File: src/rtl/timed_sig_scheduler.sv
// rtl/timed_sig_scheduler.sv - highway/country traffic-light scheduler with pedestrian walk phase
//
// Purpose:
//   Sequences a highway / country-road intersection through seven phases.
//   The highway rests in green until its minimum green time has elapsed and
//   either a country car or a pedestrian request is waiting. Pedestrian
//   requests are latched and served in an all-red walk phase inserted between
//   the highway and country greens. The country green is held only while cars
//   are present, and never longer than its maximum.
//
// Parameters (all durations in clock cycles, range 1..255):
//   MIN_HWY_GREEN   minimum highway green
//   MAX_CNTRY_GREEN maximum country green
//   Y_TIME          yellow time (both roads)
//   R_TIME          all-red clearance time
//   W_TIME          pedestrian walk time
//
// Ports:
//   clk      in   1  clock, all state changes on the rising edge
//   clear    in   1  synchronous active-high reset
//   x        in   1  country-road car sensor (level)
//   ped_req  in   1  pedestrian button (any pulse width)
//   hwy      out  2  highway lamp   (0=RED, 1=YELLOW, 2=GREEN)
//   cntry    out  2  country lamp   (same encoding)
//   walk     out  1  pedestrian walk lamp
//   phase    out  3  current state code (0..6)

module timed_sig_scheduler #(
    parameter int MIN_HWY_GREEN   = 8,
    parameter int MAX_CNTRY_GREEN = 10,
    parameter int Y_TIME          = 3,
    parameter int R_TIME          = 2,
    parameter int W_TIME          = 4
) (
    input  logic       clk,
    input  logic       clear,
    input  logic       x,
    input  logic       ped_req,
    output logic [1:0] hwy,
    output logic [1:0] cntry,
    output logic       walk,
    output logic [2:0] phase
);

    typedef enum logic [2:0] {
        S_HWY_G   = 3'd0,
        S_HWY_Y   = 3'd1,
        S_RED_A   = 3'd2,
        S_WALK    = 3'd3,
        S_CNTRY_G = 3'd4,
        S_CNTRY_Y = 3'd5,
        S_RED_B   = 3'd6
    } state_t;

    localparam logic [1:0] L_RED    = 2'd0;
    localparam logic [1:0] L_YELLOW = 2'd1;
    localparam logic [1:0] L_GREEN  = 2'd2;

    // Timer reload values: a state entered with DUR-1 that leaves on
    // timer==0 is occupied for exactly DUR cycles.
    localparam logic [7:0] L_LOAD_HWY_G   = 8'(MIN_HWY_GREEN - 1);
    localparam logic [7:0] L_LOAD_CNTRY_G = 8'(MAX_CNTRY_GREEN - 1);
    localparam logic [7:0] L_LOAD_Y       = 8'(Y_TIME - 1);
    localparam logic [7:0] L_LOAD_R       = 8'(R_TIME - 1);
    localparam logic [7:0] L_LOAD_W       = 8'(W_TIME - 1);

    state_t      r_state;
    logic [7:0]  r_timer;
    logic        r_ped_pending;
    logic [1:0]  r_hwy;
    logic [1:0]  r_cntry;
    logic        r_walk;

    state_t      w_next_state;
    logic        w_timer_zero;
    logic        w_entry;
    logic        w_enter_walk;
    logic [7:0]  w_load;
    logic [7:0]  w_next_timer;
    logic        w_next_ped;
    logic [1:0]  w_next_hwy;
    logic [1:0]  w_next_cntry;
    logic        w_next_walk;

    assign w_timer_zero = (r_timer == 8'd0);

    // Next-state selection. Only the registered pending flag is consulted, so
    // a button press in the same cycle a decision is made is carried to the
    // next round rather than changing the decision combinationally.
    always_comb begin
        w_next_state = r_state;
        case (r_state)
            S_HWY_G: begin
                if (w_timer_zero && (x || r_ped_pending)) begin
                    w_next_state = S_HWY_Y;
                end
            end
            S_HWY_Y: begin
                if (w_timer_zero) begin
                    w_next_state = S_RED_A;
                end
            end
            S_RED_A: begin
                if (w_timer_zero) begin
                    w_next_state = r_ped_pending ? S_WALK : S_CNTRY_G;
                end
            end
            S_WALK: begin
                if (w_timer_zero) begin
                    w_next_state = x ? S_CNTRY_G : S_HWY_G;
                end
            end
            S_CNTRY_G: begin
                // Gap-out on no car or max-out on timer, whichever comes first.
                if (!x || w_timer_zero) begin
                    w_next_state = S_CNTRY_Y;
                end
            end
            S_CNTRY_Y: begin
                if (w_timer_zero) begin
                    w_next_state = S_RED_B;
                end
            end
            S_RED_B: begin
                if (w_timer_zero) begin
                    w_next_state = S_HWY_G;
                end
            end
            default: begin
                // Unused code 7 recovers to highway green.
                w_next_state = S_HWY_G;
            end
        endcase
    end

    // A state change (including recovery from the unused code) is an entry
    // and reloads the timer for the state being entered.
    assign w_entry      = (w_next_state != r_state);
    assign w_enter_walk = w_entry && (w_next_state == S_WALK);

    always_comb begin
        w_load = L_LOAD_HWY_G;
        case (w_next_state)
            S_HWY_G:   w_load = L_LOAD_HWY_G;
            S_HWY_Y:   w_load = L_LOAD_Y;
            S_RED_A:   w_load = L_LOAD_R;
            S_WALK:    w_load = L_LOAD_W;
            S_CNTRY_G: w_load = L_LOAD_CNTRY_G;
            S_CNTRY_Y: w_load = L_LOAD_Y;
            S_RED_B:   w_load = L_LOAD_R;
            default:   w_load = L_LOAD_HWY_G;
        endcase
    end

    // Saturating down-counter; holding in highway green leaves it parked at 0.
    assign w_next_timer = w_entry      ? w_load :
                          w_timer_zero ? 8'd0   :
                                         (r_timer - 8'd1);

    // A press arriving on the same edge as the walk entry stays latched so it
    // is served on the following round.
    assign w_next_ped = ped_req | (r_ped_pending & ~w_enter_walk);

    // Lamp decode of the state about to be registered, so the lamp registers
    // always agree with the state register in the same cycle.
    always_comb begin
        w_next_hwy   = L_RED;
        w_next_cntry = L_RED;
        w_next_walk  = 1'b0;
        case (w_next_state)
            S_HWY_G:   w_next_hwy   = L_GREEN;
            S_HWY_Y:   w_next_hwy   = L_YELLOW;
            S_WALK:    w_next_walk  = 1'b1;
            S_CNTRY_G: w_next_cntry = L_GREEN;
            S_CNTRY_Y: w_next_cntry = L_YELLOW;
            default: begin
                w_next_hwy   = L_RED;
                w_next_cntry = L_RED;
                w_next_walk  = 1'b0;
            end
        endcase
    end

    always_ff @(posedge clk) begin
        if (clear) begin
            r_state       <= S_HWY_G;
            r_timer       <= L_LOAD_HWY_G;
            r_ped_pending <= 1'b0;
            r_hwy         <= L_GREEN;
            r_cntry       <= L_RED;
            r_walk        <= 1'b0;
        end else begin
            r_state       <= w_next_state;
            r_timer       <= w_next_timer;
            r_ped_pending <= w_next_ped;
            r_hwy         <= w_next_hwy;
            r_cntry       <= w_next_cntry;
            r_walk        <= w_next_walk;
        end
    end

    assign hwy   = r_hwy;
    assign cntry = r_cntry;
    assign walk  = r_walk;
    assign phase = r_state;

endmodule

File: config.mk
export PLATFORM = sky130hd
export DESIGN_NAME = timed_sig_scheduler
export DESIGN_NICKNAME = d
export VERILOG_FILES = /design/src/rtl/timed_sig_scheduler.sv
export SDC_FILE = /design/constraint.sdc
export NUM_CORES = 1
export LEC_CHECK = 0
export ABC_AREA = 1
export BUFFER_PORTS_ARGS = -buffer_cell sky130_fd_sc_hd__buf_2
export CAP_MARGIN = 25
export CORE_MARGIN = 5
export CORE_UTILIZATION = 45
export DETAILED_ROUTE_END_ITERATION = 10
export HOLD_SLACK_MARGIN = 0.12
export PLACE_DENSITY = 0.67
export SYNTH_ARGS = -nofsm -noshare
export SYNTH_HDL_FRONTEND = slang
export SYNTH_SLANG_ARGS = --single-unit
export TNS_END_PERCENT = 30
File: constraint.sdc
create_clock -name clk -period 1.6 [get_ports clk]
set_input_delay 0.16 -clock clk [delete_from_list [all_inputs] [get_ports clk]]
set_output_delay 0.16 -clock clk [all_outputs]
set_load 0.1 [all_outputs]
== After elaboration in Yosys (flattened, before gate mapping) ==
Index checks and enable logic that the tools add are counted.

* Bits in registers: 17
* Latch bits: 0
* Bits in writable memories: 0
* Memory bits (read-only): 0
* Bits of input ports: 4
* Logic and storage cells: 49
* Memories kept: 0

* Add/subtract/negate cells: 1
* Multiply operators: 0
* Div/mod/pow operators: 0
* Magnitude comparators: 0
* Eq/ne operators: 13
* Shift operators: 0
* Multiplexer cells: 16
* Bitwise logic cells: 3
* Reductions and logical operators: 10

{| class="wikitable"
|+ Operator list
! kind !! number
|-
| $mux W3 || 9
|-
| $pmux W3 S7 || 1
|-
| $eq A3 B3 Y1 const B || 6
|-
| $mux W8 || 2
|-
| $pmux W4 S4 || 1
|-
| $eq A3 B2 Y1 const B || 4
|-
| $logic_not A8 Y1 || 1
|-
| $pmux W2 S2 || 2
|-
| $sub A8 B1 Y8 const B || 1
|-
| $eq A3 B1 Y1 const B || 2
|-
| $logic_not A3 Y1 || 2
|-
| $reduce_or A2 Y1 || 2
|-
| $ne A3 B3 Y1 || 1
|-
| $logic_and A1 B1 Y1 || 2
|-
| $logic_or A1 B1 Y1 || 2
|-
| $and A1 B1 Y1 || 1
|-
| $logic_not A1 Y1 || 1
|-
| $mux W1 || 1
|-
| $not A1 Y1 || 1
|-
| $or A1 B1 Y1 || 1
|}

== Depth between registers and ports, before layout ==
* Depth in word-level cells: 9
* Depth in mapped cells: 14
* Gate-level depth less buffers: 14

== Worst setup path before layout ==
Ideal clock, no wire load.

* Path type: flip-flop to flip-flop
* Start point: reg r_state[1], in the netlist phase[1]
* End point: reg r_timer[0]
* Setup time: 0.121 ns
* Arrival time: 2.125 ns
* Slack: -0.646 ns
* Cell stages (with the launch flop): 13
* Path buffers: 1
* Cells stage by stage: dfxtp_1 > buf_4 > inv_1 > nor3_2 > nand3_1 > nand2_1 > inv_1 > nand3_4 > nand2_2 > nand2_4 > nand2_4 > nand2_1 > nand3_1

* Word-level cells in the longest chain between the ends: 6

{| class="wikitable"
|+ Ends and longest elaborated chain
! element !! RTL line !! text
|-
| start: declaration || 67 || <nowiki>state_t r_state;</nowiki>
|-
| start signal: assignment || 193 || <nowiki>r_state <= w_next_state;</nowiki>
|-
| $eq A3 B3 Y1 (tied with other cells) || 92 || <nowiki>case (r_state)</nowiki>
|-
| $pmux W3 S7 || 92 ||
|-
| $eq A3 B3 Y1 (tied with other cells) || 143 || <nowiki>case (w_next_state)</nowiki>
|-
| $reduce_or A2 Y1 (no source line) || n/a ||
|-
| $pmux W4 S4 || 143 ||
|-
| $mux W8 (*) || 156 || <nowiki>assign w_next_timer = w_entry ? w_load :</nowiki>
|-
| end signal: assignment || 194 || <nowiki>r_timer <= w_next_timer;</nowiki>
|-
| end: declaration || 68 || <nowiki>logic [7:0] r_timer;</nowiki>
|}

Mark *: on every way between the ends. The rest lies on a longest branch, timed or not.
A chain may end at the register's enable or synchronous reset.

== Worst setup path after layout ==
* Start point: reg r_timer[0]
* End point: reg r_timer[1]

* Word-level cells in the longest chain between the ends: 8

{| class="wikitable"
|+ Ends and longest elaborated chain
! element !! RTL line !! text
|-
| $logic_not A8 Y1 || 85 || <nowiki>assign w_timer_zero = (r_timer == 8'd0);</nowiki>
|-
| $logic_or A1 B1 Y1 or $logic_and A1 B1 Y1 (tied branches) || 115, 94 ||
|-
| $mux W3, on equally long branches || 115, 94 ||
|-
| $pmux W3 S7 || 92 ||
|-
| $eq A3 B3 Y1 (tied with other cells) || 143 ||
|-
| $reduce_or A2 Y1 (no source line) || n/a ||
|-
| $pmux W4 S4 || 143 ||
|-
| $mux W8 (*) || 156 ||
|}

Marked as above.

==> run_results.csv <==
group,metric,value,unit
outcome,status,"complete, but fails checks",
outcome,violations,"setup timing",
die,core,0.00215,mm2
timing,slew_headroom,67.7,%
synthesis,yosys_warnings,0,
layout,final_nets,172,
timing,rsz0062_at_grt,"yes",
timing,setup_violations,10,
hold_path,hp-start,"clear",
layout,final_util,63.9,%
die,die_w,56.9,um
worst_setup_path,worstReg2RegEnd,"r_timer[1]",
grt,grt_use_total,15.4,%
synthesis,synth_top_family_by_area,"simple AND/OR/NAND/NOR gates",
detailed_routing,vias,972,
placed_design,hpwl,1580,um
synthesis,synth_compound_area_share,3.92,%
die,die_h,56.9,um
worst_setup_path,end_kind,"flop",
cts,clk_latency,0.30,ns
grt,grt_pass1_wl,3980,um
power_and_ir_drop,p_leak,0.636,nW
synthesis,synth-xor-area-share,5.32,%
layout,drive_gt1_share,49.4,%
die,rows,17,
power_and_ir_drop,powerDensity,653,mW/mm2
timing,drv_slew,0,
timing,period_needed,1.69,ns
layout,final_common_cell,"nand2_1",
cts,ctsHtreeMaxLevel,1,
worst_setup_path,rrSetupSlack,-0.09,ns
hold_path,worstHoldPathType,"input pin to flop",
cts,numCtsBuffers,3,
timing,fmax,0.592,GHz
placed_design,gp_congestion,0.825,
hold_path,whs_path_depth,2,
grt,antenna_found_initial,0,
placed_design,io_buffers,11,
layout,mostFrequentLayoutCells,"nand2_1 (20), nor2_1 (17), buf_4 (16)",
cts,clk_pin_slew,0.11,ns
synthesis,syn_inst,135,
synthesis,syn-num-nets,140,
worst_setup_path,arrival,1.88,ns
timing,skew,0.00624,ns
grt,grt_max_degree,11,
detailed_routing,drc,0,
timing,timing.hold.ws,0.123,ns
synthesis,synthSimpleGateAreaFrac,45.6,%
placed_design,dp_cells,182,
grt,grt_overflow_total,0,
worst_setup_path,startpoint_type,"flop",
cts,cts-root-buf,"clkbuf_4",
detailed_routing,via_per_inst,5.01,
timing,hold_viol_final,0,
detailed_routing,wl,2440,um
worst_setup_path,cp.required,1.79,ns
layout,fillCellCount,164,
layout,multiInputGateArea,674,um2
synthesis,synthAdderAreaFrac,1.27,%
power_and_ir_drop,ir_drop,716,uV
detailed_routing,first_pass_iters,4,
layout,regArea,357,um2
placed_design,dp_slack,-0.112,ns
timing,finalWorstSetupSlack,-0.0885,ns
worst_setup_path,r2r-start,"r_timer[0]",
synthesis,syn_area,988,um2
worst_setup_path,crit_fanout,7,
worst_setup_path,worstRegToRegCells,13,
synthesis,yosysSeqAreaShare,34.4,%
run,maxCapViolCount,0,
timing,worst_slew_pin_slew,0.489,ns
cts,cts_max_path_buffers,2,
synthesis,synth_cell_types,26,
die,io_pins,12,
timing,setup-tns-final,-0.586,ns
die,die_area,0.00323,mm2
detailed_routing,drt_iter0_drc,22,
worst_setup_path,critPathKind,"flop to flop",
cts,cts_num_sinks,17,
timing,fin_crit_sh,106,%
layout,finalNonFillerCells,194,
layout,synthToLayoutAreaGrowth,38.9,%
cts,cts_tree,"yes",
synthesis,synthMuxAreaShare,0,%
grt,grt_pass1_vias,969,
hold_path,holdPathEnd,"phase[1]",
layout,antenna_cells,0,
detailed_routing,wl_per_cell,12.6,um
detailed_routing,drtAntennaViolNets,0,
die,start_util,46.0,%
synthesis,ys_ff_latch,17,
synthesis,postSynthAreaPerCell,7.32,um2
[kinds of logic after synthesis]
family,count (synthesis)
simple gates,83
xor+xnor,6
flops,17
fa+ha+maj,1
buf+inv,22
compound gates,6
[layer usage]
layer / routed length, um / part of all wire [%] / track usage [%] / vias up
li1: - / - / - / 481
met1: 983 / 40 / 16.4 / 453
met2: 1310 / 54 / 28.4 / 32
met3: 94 / 3.8 / 3.68 / 6
met4: 51 / 2.1 / 6.62 / 0
met5: 0 / 0 / 0 / -
[synth_stat cells, drive strengths merged]
library cell / n / share of area, %
a21oi: 2 / 1.0
buf: 2 / 1.9
dfxtp: 17 / 34
ha: 1 / 1.3
inv: 20 / 7.6
nand2: 32 / 14
nand3: 14 / 9.6
nand4: 2 / 1.9
nor2: 29 / 16
nor3: 5 / 3.0
o21ai: 1 / 0.51
o21bai: 1 / 1.1
o22ai: 2 / 1.3
or3: 1 / 0.63
xnor2: 4 / 3.5
xor2: 2 / 1.8
[through the flow]
stage	power (mW)	area [um2]
after CTS	0.871	1290
after detailed placement	0.602	1150
after global placement	0.599	1150
after global routing	0.933	1370
final	0.896	1370
after floorplan	0.564	1010
[worst max path at each step]
stage | from | to | slack, ns | cells after the start
2_1_floorplan | phase[1] | r_timer[0] | -0.02 | 12
3_3_place_gp | r_timer[0] | r_timer[2] | -0.08 | 13
3_5_place_dp | r_timer[0] | r_timer[2] | -0.11 | 13
4_1_cts | r_timer[1] | r_timer[1] | -0.02 | 13
5_1_grt | r_timer[0] | r_timer[1] | -0.20 | 13
6_report | r_timer[0] | r_timer[1] | -0.09 | 13
[worst max-delay path, stage by stage (launching register included)]
cell	delay (ns)
dfxtp_2	0.34
inv_2	0.08
ha_4	0.16
nand2_4	0.05
nor2_4	0.25
nand3_2	0.13
nand2_2	0.10
inv_4	0.05
nand3_4	0.08
nand2_4	0.07
nand2_8	0.10
nand2_8	0.06
nand2_1	0.06
nand3_1	0.06
[power breakdown]
group,total [mW],switching [mW],leakage [nW],internal [mW]
clock network,0.242,0.149,0.0177,0.0930
logic,0.198,0.109,0.478,0.0885
registers,0.456,0.0167,0.140,0.440
total,0.896,0.275,0.636,0.621
[state kept, by name, indices dropped and copies added, names as in the netlist]
register / count
r_ped_pending: 1
hwy: 2
walk: 1
phase: 3
cntry: 2
r_timer: 8
[repair_timing]
action / 4_1_cts / 5_1_grt
hold endpoints to repair: 1 / 0
setup endpoints to repair: 12 / 14
hold buffers: 1 / 0
cloned: 0 / 0
buffers inserted: 5 / 2
gates resized for setup: 19 / 16
pin swaps: 15 / 9
[layout make-up]
cell class / count / area share [%]
inverter: 20 / 6.02
multi-input combinational: 96 / 49.1
clock inverter: 1 / 0.365
tap: 28 / 2.55
timing repair buffer: 29 / 14.3
clock buffer: 3 / 1.64
sequential: 17 / 26.0
Power figures use the tool's default switching activity.
